`src/rtl/count_disp_pkg.sv`:
```
// Shared types and constants for the count-to-BCD display block.
// Holds the converter FSM states, the shift-cycle count, the add-3
// helper and the active-high seven-segment codes {g,f,e,d,c,b,a}.
package count_disp_pkg;

  typedef enum logic [1:0] {
    IDLE = 2'd0,
    CONV = 2'd1,
    DONE = 2'd2
  } state_e;

  // One shift per input bit of the 8-bit binary value.
  localparam int CONV_CYCLES = 8;

  localparam logic [6:0] SEG_OFF = 7'b0000000;
  localparam logic [6:0] SEG_0   = 7'b0111111;
  localparam logic [6:0] SEG_1   = 7'b0000110;
  localparam logic [6:0] SEG_2   = 7'b1011011;
  localparam logic [6:0] SEG_3   = 7'b1001111;
  localparam logic [6:0] SEG_4   = 7'b1100110;
  localparam logic [6:0] SEG_5   = 7'b1101101;
  localparam logic [6:0] SEG_6   = 7'b1111101;
  localparam logic [6:0] SEG_7   = 7'b0000111;
  localparam logic [6:0] SEG_8   = 7'b1111111;
  localparam logic [6:0] SEG_9   = 7'b1101111;

  // Double-dabble correction: a nibble >= 5 would overflow past 9 on the
  // next left shift, so pre-add 3 to carry into the next decade instead.
  function automatic logic [3:0] add3_ge5(input logic [3:0] n);
    return (n >= 4'd5) ? n + 4'd3 : n;
  endfunction

endpackage

```
`src/rtl/bcd_to_seg.sv`:
```
// Combinational BCD digit to active-high seven-segment decoder.
// Ports: digit_i (0-9, other codes dark), blank_i (force all segments off),
//        seg_o {g,f,e,d,c,b,a}, active-high; polarity is applied by the caller.
module bcd_to_seg
  import count_disp_pkg::*;
(
  input  logic [3:0] digit_i,
  input  logic       blank_i,
  output logic [6:0] seg_o
);

  always_comb begin
    seg_o = SEG_OFF;
    if (!blank_i) begin
      case (digit_i)
        4'd0:    seg_o = SEG_0;
        4'd1:    seg_o = SEG_1;
        4'd2:    seg_o = SEG_2;
        4'd3:    seg_o = SEG_3;
        4'd4:    seg_o = SEG_4;
        4'd5:    seg_o = SEG_5;
        4'd6:    seg_o = SEG_6;
        4'd7:    seg_o = SEG_7;
        4'd8:    seg_o = SEG_8;
        4'd9:    seg_o = SEG_9;
        default: seg_o = SEG_OFF;
      endcase
    end
  end

endmodule

```
`src/rtl/count_bcd_display.sv`:
```
// Converts the upstream 8-bit count to three BCD digits with an iterative
// double-dabble engine (sample -> 8 shifts -> publish, valid pulse on E9) and
// scans them onto a 3-digit multiplexed seven-segment display.
// Ports: clk/rst (sync, active-high); count in; bcd_hund/tens/ones, valid,
//        busy out; seg {g,f,e,d,c,b,a} and an {hund,tens,ones}, polarity per SEG_ACTIVE_LOW.
module count_bcd_display
  import count_disp_pkg::*;
#(
  parameter int REFRESH_DIV    = 4,
  parameter bit SEG_ACTIVE_LOW = 1'b1,
  parameter bit BLANK_LEADING  = 1'b1
) (
  input  logic       clk,
  input  logic       rst,
  input  logic [7:0] count,
  output logic [3:0] bcd_hund,
  output logic [3:0] bcd_tens,
  output logic [3:0] bcd_ones,
  output logic       valid,
  output logic       busy,
  output logic [6:0] seg,
  output logic [2:0] an
);

  localparam int PW = (REFRESH_DIV > 1) ? $clog2(REFRESH_DIV) : 1;
  localparam logic [6:0] SEG_DARK = SEG_ACTIVE_LOW ? 7'h7F : 7'h00;
  localparam logic [2:0] AN_DARK  = SEG_ACTIVE_LOW ? 3'b111 : 3'b000;

  // ---------------- converter ----------------
  state_e      state_q, state_d;
  logic [19:0] shreg_q, shreg_d;   // {hund, tens, ones, bin}
  logic [7:0]  last_val_q, last_val_d;
  logic        force_q, force_d;
  logic [2:0]  iter_q, iter_d;
  logic [3:0]  hund_q, hund_d, tens_q, tens_d, ones_q, ones_d;
  logic        valid_q, valid_d;
  logic        busy_q, busy_d;
  logic [19:0] adj;

  assign adj = {add3_ge5(shreg_q[19:16]), add3_ge5(shreg_q[15:12]),
                add3_ge5(shreg_q[11:8]), shreg_q[7:0]};

  always_comb begin
    state_d    = state_q;
    shreg_d    = shreg_q;
    last_val_d = last_val_q;
    force_d    = force_q;
    iter_d     = iter_q;
    hund_d     = hund_q;
    tens_d     = tens_q;
    ones_d     = ones_q;
    valid_d    = 1'b0;
    busy_d     = busy_q;
    case (state_q)
      IDLE: begin
        if (force_q || (count != last_val_q)) begin
          shreg_d    = {12'd0, count};
          last_val_d = count;
          force_d    = 1'b0;
          iter_d     = 3'd0;
          busy_d     = 1'b1;
          state_d    = CONV;
        end
      end
      CONV: begin
        shreg_d = {adj[18:0], 1'b0};
        iter_d  = iter_q + 3'd1;
        if (iter_q == 3'(CONV_CYCLES - 1)) begin
          state_d = DONE;
        end
      end
      DONE: begin
        hund_d  = shreg_q[19:16];
        tens_d  = shreg_q[15:12];
        ones_d  = shreg_q[11:8];
        valid_d = 1'b1;
        busy_d  = 1'b0;
        state_d = IDLE;
      end
      default: state_d = IDLE;
    endcase
  end

  always_ff @(posedge clk) begin
    if (rst) begin
      state_q    <= IDLE;
      shreg_q    <= '0;
      last_val_q <= '0;
      force_q    <= 1'b1;
      iter_q     <= '0;
      hund_q     <= '0;
      tens_q     <= '0;
      ones_q     <= '0;
      valid_q    <= 1'b0;
      busy_q     <= 1'b0;
    end else begin
      state_q    <= state_d;
      shreg_q    <= shreg_d;
      last_val_q <= last_val_d;
      force_q    <= force_d;
      iter_q     <= iter_d;
      hund_q     <= hund_d;
      tens_q     <= tens_d;
      ones_q     <= ones_d;
      valid_q    <= valid_d;
      busy_q     <= busy_d;
    end
  end

  assign bcd_hund = hund_q;
  assign bcd_tens = tens_q;
  assign bcd_ones = ones_q;
  assign valid    = valid_q;
  assign busy     = busy_q;

  // ---------------- display scan ----------------
  logic [PW-1:0] presc_q, presc_d;
  logic [1:0]    scan_q, scan_d;     // 0 = ones, 1 = tens, 2 = hund
  logic [6:0]    seg_q, seg_d;
  logic [2:0]    an_q, an_d;
  logic [3:0]    dig_sel;
  logic          blank_sel;
  logic [2:0]    an_ah;
  logic [6:0]    seg_ah;

  always_comb begin
    presc_d = presc_q + PW'(1);
    scan_d  = scan_q;
    if (presc_q == PW'(REFRESH_DIV - 1)) begin
      presc_d = '0;
      scan_d  = (scan_q == 2'd2) ? 2'd0 : scan_q + 2'd1;
    end
  end

  // Leading-zero blanking reads the published digits, so a digit only goes
  // dark once every more-significant digit is also zero.
  always_comb begin
    dig_sel   = ones_q;
    blank_sel = 1'b0;
    an_ah     = 3'b001;
    case (scan_q)
      2'd1: begin
        dig_sel   = tens_q;
        blank_sel = BLANK_LEADING && (hund_q == 4'd0) && (tens_q == 4'd0);
        an_ah     = 3'b010;
      end
      2'd2: begin
        dig_sel   = hund_q;
        blank_sel = BLANK_LEADING && (hund_q == 4'd0);
        an_ah     = 3'b100;
      end
      default: ;
    endcase
  end

  bcd_to_seg u_bcd_to_seg (
    .digit_i (dig_sel),
    .blank_i (blank_sel),
    .seg_o   (seg_ah)
  );

  assign seg_d = SEG_ACTIVE_LOW ? ~seg_ah : seg_ah;
  assign an_d  = SEG_ACTIVE_LOW ? ~an_ah  : an_ah;

  always_ff @(posedge clk) begin
    if (rst) begin
      presc_q <= '0;
      scan_q  <= '0;
      seg_q   <= SEG_DARK;
      an_q    <= AN_DARK;
    end else begin
      presc_q <= presc_d;
      scan_q  <= scan_d;
      seg_q   <= seg_d;
      an_q    <= an_d;
    end
  end

  assign seg = seg_q;
  assign an  = an_q;

endmodule

```
`config.mk`:
```
export PLATFORM = sky130hd
export DESIGN_NAME = count_bcd_display
export DESIGN_NICKNAME = d
export VERILOG_FILES = /design/src/rtl/count_disp_pkg.sv /design/src/rtl/bcd_to_seg.sv /design/src/rtl/count_bcd_display.sv
export SDC_FILE = /design/constraint.sdc
export NUM_CORES = 1
export LEC_CHECK = 0
export CORE_MARGIN = 1
export CORE_UTILIZATION = 60
export CTS_CLUSTER_SIZE = 40
export DETAILED_ROUTE_END_ITERATION = 7
export GPL_ROUTABILITY_DRIVEN = 0
export PLACE_DENSITY = 0.85
export SYNTH_ARGS = -nofsm -noshare
export SYNTH_HDL_FRONTEND = slang
export SYNTH_HIERARCHICAL = 1
export SYNTH_SLANG_ARGS = --single-unit
```
`constraint.sdc`:
```
create_clock -name clk -period 5.1 [get_ports clk]
set_clock_uncertainty 0.15 [all_clocks]
set_input_delay 1.53 -clock clk [delete_from_list [all_inputs] [get_ports clk]]
set_output_delay 1.53 -clock clk [all_outputs]
set_load 0.02 [all_outputs]
```
# == Yosys cells after proc, flatten, opt, wreduce, memory -nomap -nowiden ==
# Memories as Yosys holds them, arrays and structs flattened.
# Index checks and enable logic that the tools add are counted.
# classes
addsub,6
n_lt_le_gt_ge,3
eq_ne,9
muxes,18
bitwise,2
reduce_logical,12
# op_table
op,n
one-hot mux 20 bit (2 select lines),1
two-way mux 20 bit,1
greater-or-equal comparator 4 x 3 -> 1 bit (second input constant),3
one-hot mux 3 bit (2 select lines),2
adder 4 x 2 -> 4 bit (second input constant),2
zero test 4 bit,2
two-way mux 4 bit,2
!= test 8 bit,1
one-hot mux 4 bit (2 select lines),1
AND reduction 2 bit,4
two-way mux 7 bit,1
NOT 7 bit,1
equality test 2 bit (second input constant),3
two-way mux 2 bit,3
two-way mux 3 bit,2
adder 2 x 1 -> 2 bit (second input constant),2
equality test 2 x 1 -> 1 bit (second input constant),2
!= test 2 bit (second input constant),2
one-hot mux 1 bit (2 select lines),2
one-hot mux 2 bit (2 select lines),1
nonzero test 2 bit,2
adder 3 x 1 -> 3 bit (second input constant),1
adder 3 x 2 -> 3 bit (second input constant),1
equality test 3 bit (second input constant),1
other kinds (6),7
# word_totals
regBits,62
rom_bits,112
in_bits,10
output_inout_bits,24
wordCells,65
mem_count,1
# memory_table
memory,words,width,rd,rd_ports_with_merged_regs,write_ports,line_no,rtl
(no name shown),16,7,1,0,0,bcd_to_seg.sv:15,case (digit_i)

# == Longest topological paths before layout ==
# logic_depth
ltp_word,5
ltp_mapped,11
depth_no_buf,10

# == Hierarchy ==
# Netlist, hierarchy kept.
# modules_own_cells
module,instances,cells_per_inst,area_per_inst_um2,seq_area_each_um2
count_bcd_display,1,303,2826.5,1241.2
bcd_to_seg,1,31,230.2,0.0

# == Least setup slack after synthesis ==
# OpenSTA, ideal clock, no wires.
# synth_path
path_type,input to register
start,in count[7]
end,reg shreg_q[6]
setup_time_ns,0.119
arrival_ns,2.792
setup_slack_ns,2.039
stages,5
path_cell_list,xor2_1 > a211o_1 > o41a_4 > buf_6 > o221a_1
# synth_via
elab_chain_len,4
# synth_rtl
element,line_no,rtl
"start, declared",count_bcd_display.sv:15,"input logic [7:0] count,"
!= test 8 bit,count_bcd_display.sv:56,if (force_q || (count != last_val_q)) begin
logical OR 1 bit,count_bcd_display.sv:56,
!= test 2 bit (no source line),n/a,
AND reduction 2 bit (no source line),n/a,
"end signal, assigned",count_bcd_display.sv:98,shreg_q <= shreg_d;
"end, declared",count_bcd_display.sv:31,"logic [19:0] shreg_q, shreg_d;"
# Every way passes these cells.
# A chain may end at the register's enable or synchronous reset.

# == Final worst setup path ==
# layout_path
start,in count[4]
end,reg shreg_q[6]
# Same word-level chain as after synthesis.

==> flow_summary.yaml <==
sta:
  fmax_ghz: 0.3007
  slew_violations: 0
  setup_viol: 0
  worstMarginPinSlew_ps: 984.2
  period_minus_slack_ps: 3326
  tns_ps: 0
  fin_crit_sh: 0.6521
  finalHoldViolCount: 0
  grt_setup_unrepaired: "no"
  slew_headroom: 0.3415
floorplanning:
  start_util: 0.6345
  io_pins: 34
  dieArea_sq_um: 5384
  die_w_microns: 73.38
  rows: 25
  core_area_sq_um: 4817
  die-height_microns: 73.38
yosys:
  synth-warning-count: 6
  yosys-top-cells-count: "62 x dfxtp_1, 32 x nand2b_1, 29 x nor2_1, 27 x nand2_1, 26 x a21oi_1"
  synth_area_sq_um: 3057
  ys_ff_latch: 62
  synth_flop_cell: "dfxtp_1"
  post-synth-top-count-cell: "dfxtp_1"
  synth_nets: 362
  synth_edf_count: 0
  synthCells: 334
  syn_avg_cell_area_sq_um: 9.152
  yosysTopAreaCell: "dfxtp_1"
  netlist.area_leader.share: 0.4061
  synthArstFlopShare: 0
  yosys-top-cells-area: "dfxtp_1 41%, ha_1 7.4%, nand2b_1 6.5%"
  ys_types: 46
  synth-seq-area-share: 0.4061
layout:
  diodes: 0
  area_growth_pct: 16.05
  final_nets: 389
  multi_input_area_sq_um: 1662
  fillers: 369
  fin_util: 0.7364
  layout-drive-gt1-share: 0.1066
  regArea_sq_um: 1241
clock_tree:
  postCtsHoldBufs: 0
  clock-root-buffer: "clkbuf_8"
  cts_tree: "done"
  cts_num_sinks: 62
  numCtsBuffers: 9
  clock_latency_ps: 330
  ctsLongestPathBuffers: 2
  post_cts_resize_count: 0
  path_clk_slew_ps: 70
  cts_max_level: 3
  cts_setup_buffers: 0
power:
  p_leak_nw: 1.269
  p_int_w: 0.0007635
  p_sw_w: 0.0002778
  p_clk_frac: 0.358
  p_comb_frac: 0.141
  ir_drop_mv: 0.1985
  power_density_nw_per_um2: 293.6
  power_frac_seq: 0.502
  p_sw_frac: 0.2667
global_routing:
  grt_overflow_total: 0
  grt_max_degree: 44
  grt_pass1_vias: 2231
  track_usage: 0.2496
  antenna_found_initial: 0
  grt_pass1_wl_microns: 10160
setup_path:
  crit_arrival_ps: 3450
  start_kind: "input port"
  r2r-start: "scan_q[0]"
  reg2reg_depth: 10
  crit_start: "count[4]"
  reg2reg_to: "seg[3]"
  path_max_fanout: 9
  critPathCapture: "shreg_q[6]"
  critPathKind: "in -> reg"
  crit_required_ps: 5230
  crit_path_end_kind: "flop"
  r2r_slack_ps: 2410
drt:
  num_vias: 2442
  dr.pass1.iters: 4
  via_per_inst: 5.640
  detail_route.wl_per_cell_microns: 14.05
  drc_errors: 0
  wirelength_microns: 6082
  drt_iter0_drc: 139
  drtAntennaViolNets: 0
job:
  drv_cap: 0
min_path:
  hold_class: "reg -> reg"
place:
  io_buffers: 33
  dp_hpwl_microns: 4140
outcome:
  status: "completed"
## metrics by stage
step	cells	setup WS [ps]	cell area (sq um)	hold WS, ps	total power [W]
after CTS	433	1783	3547	291.8	0.001045
after global routing	433	1679	3547	317.8	0.001089
after detailed placement	417	1431	3379	282.5	0.0006789
final	433	1774	3547	283.3	0.001041
after global placement	417	1519	3379	262.8	0.0006719
after floorplan	334	2039	3057	254.3	0.0006353
## kinds of logic after synthesis
kind of cell    Yosys count  share of synthesized area
fa+ha+maj                18                    0.07368
flops                    62                     0.4061
buf+inv                  34                    0.05035
compound gates           72                     0.1817
xor+xnor                 11                    0.03152
mux                      13                    0.04380
simple gates            124                     0.2129
## flip-flops by register name (all words and copies together), names as in the netlist
register	count
shreg_q	20
last_val_q	8
seg	7
bcd_hund	4
bcd_ones	4
bcd_tens	4
an	3
iter_q	3
presc_q	2
scan_q	2
state_q	2
busy	1
force_q	1
valid	1
## power by group through the flow
stage / registers [W] / logic, W / clock network (W)
global placement: 0.000532 / 0.000140 / 0
detailed placement: 0.000533 / 0.000146 / 0
CTS: 0.000522 / 0.000146 / 0.000376
global route: 0.000525 / 0.000161 / 0.000403
finish: 0.000522 / 0.000146 / 0.000372
floorplan: 0.000542 / 0.0000934 / 0
## placed cells by master, fill, tap and decap left out, types with 2 or more instances in the layout
cell	Yosys	final
o32ai_2	3	3
o221a_2	5	5
nor2b_1	3	3
o21ai_0	7	7
nand2_1	27	27
a21oi_1	26	26
ha_1	18	18
mux2_2	3	3
clkbuf_1	11	2
o22ai_1	8	8
nor4_1	2	2
clkinv_2	0	3
nand2b_1	32	32
inv_1	16	16
o221a_1	2	2
or3_1	8	8
a31oi_1	3	3
nand3_1	4	4
or2_1	2	2
clkdlybuf4s50_1	0	32
mux2i_1	10	10
clkbuf_8	0	10
nor3b_1	4	4
dfxtp_1	62	62
xnor2_1	10	10
or2b_1	2	2
a22oi_1	4	4
nand3b_1	5	5
or2_2	3	3
a311oi_2	3	3
nor2_1	29	29
## worst min-delay path by stage
| stage | startpoint | to | slack [ps] | depth (start not counted) |
|---|---|---|---|---|
| after floorplan | presc_q[0] | presc_q[0] | 250 | 1 |
| after global placement | presc_q[0] | presc_q[0] | 260 | 1 |
| after detailed placement | presc_q[0] | presc_q[0] | 280 | 1 |
| after CTS | presc_q[0] | presc_q[0] | 290 | 1 |
| after global routing | presc_q[0] | presc_q[0] | 320 | 1 |
| final | presc_q[0] | presc_q[0] | 280 | 1 |
## layout make-up
cell class                      instances  share of cell area
Tap cell                               67             0.02363
Clock buffer                           12             0.04092
Sequential cell                        62              0.3499
Inverter                               16             0.01693
Clock inverter                          4            0.006349
Timing Repair Buffer                   34             0.09383
Multi-Input combinational cell        238              0.4684
## metal layers
metal  global-route usage  share of wire
met5                    0              0
met4               0.1111          0.020
met3              0.05761          0.042
met2               0.4084           0.48
met1               0.3142           0.46
## critical path, stage by stage
cell and delay [ps]:
clkdlybuf4s50_1 520, xnor2_1 140, o2111ai_1 250, o31ai_2 720
o221a_1 290
Power figures use the tool's default switching activity.
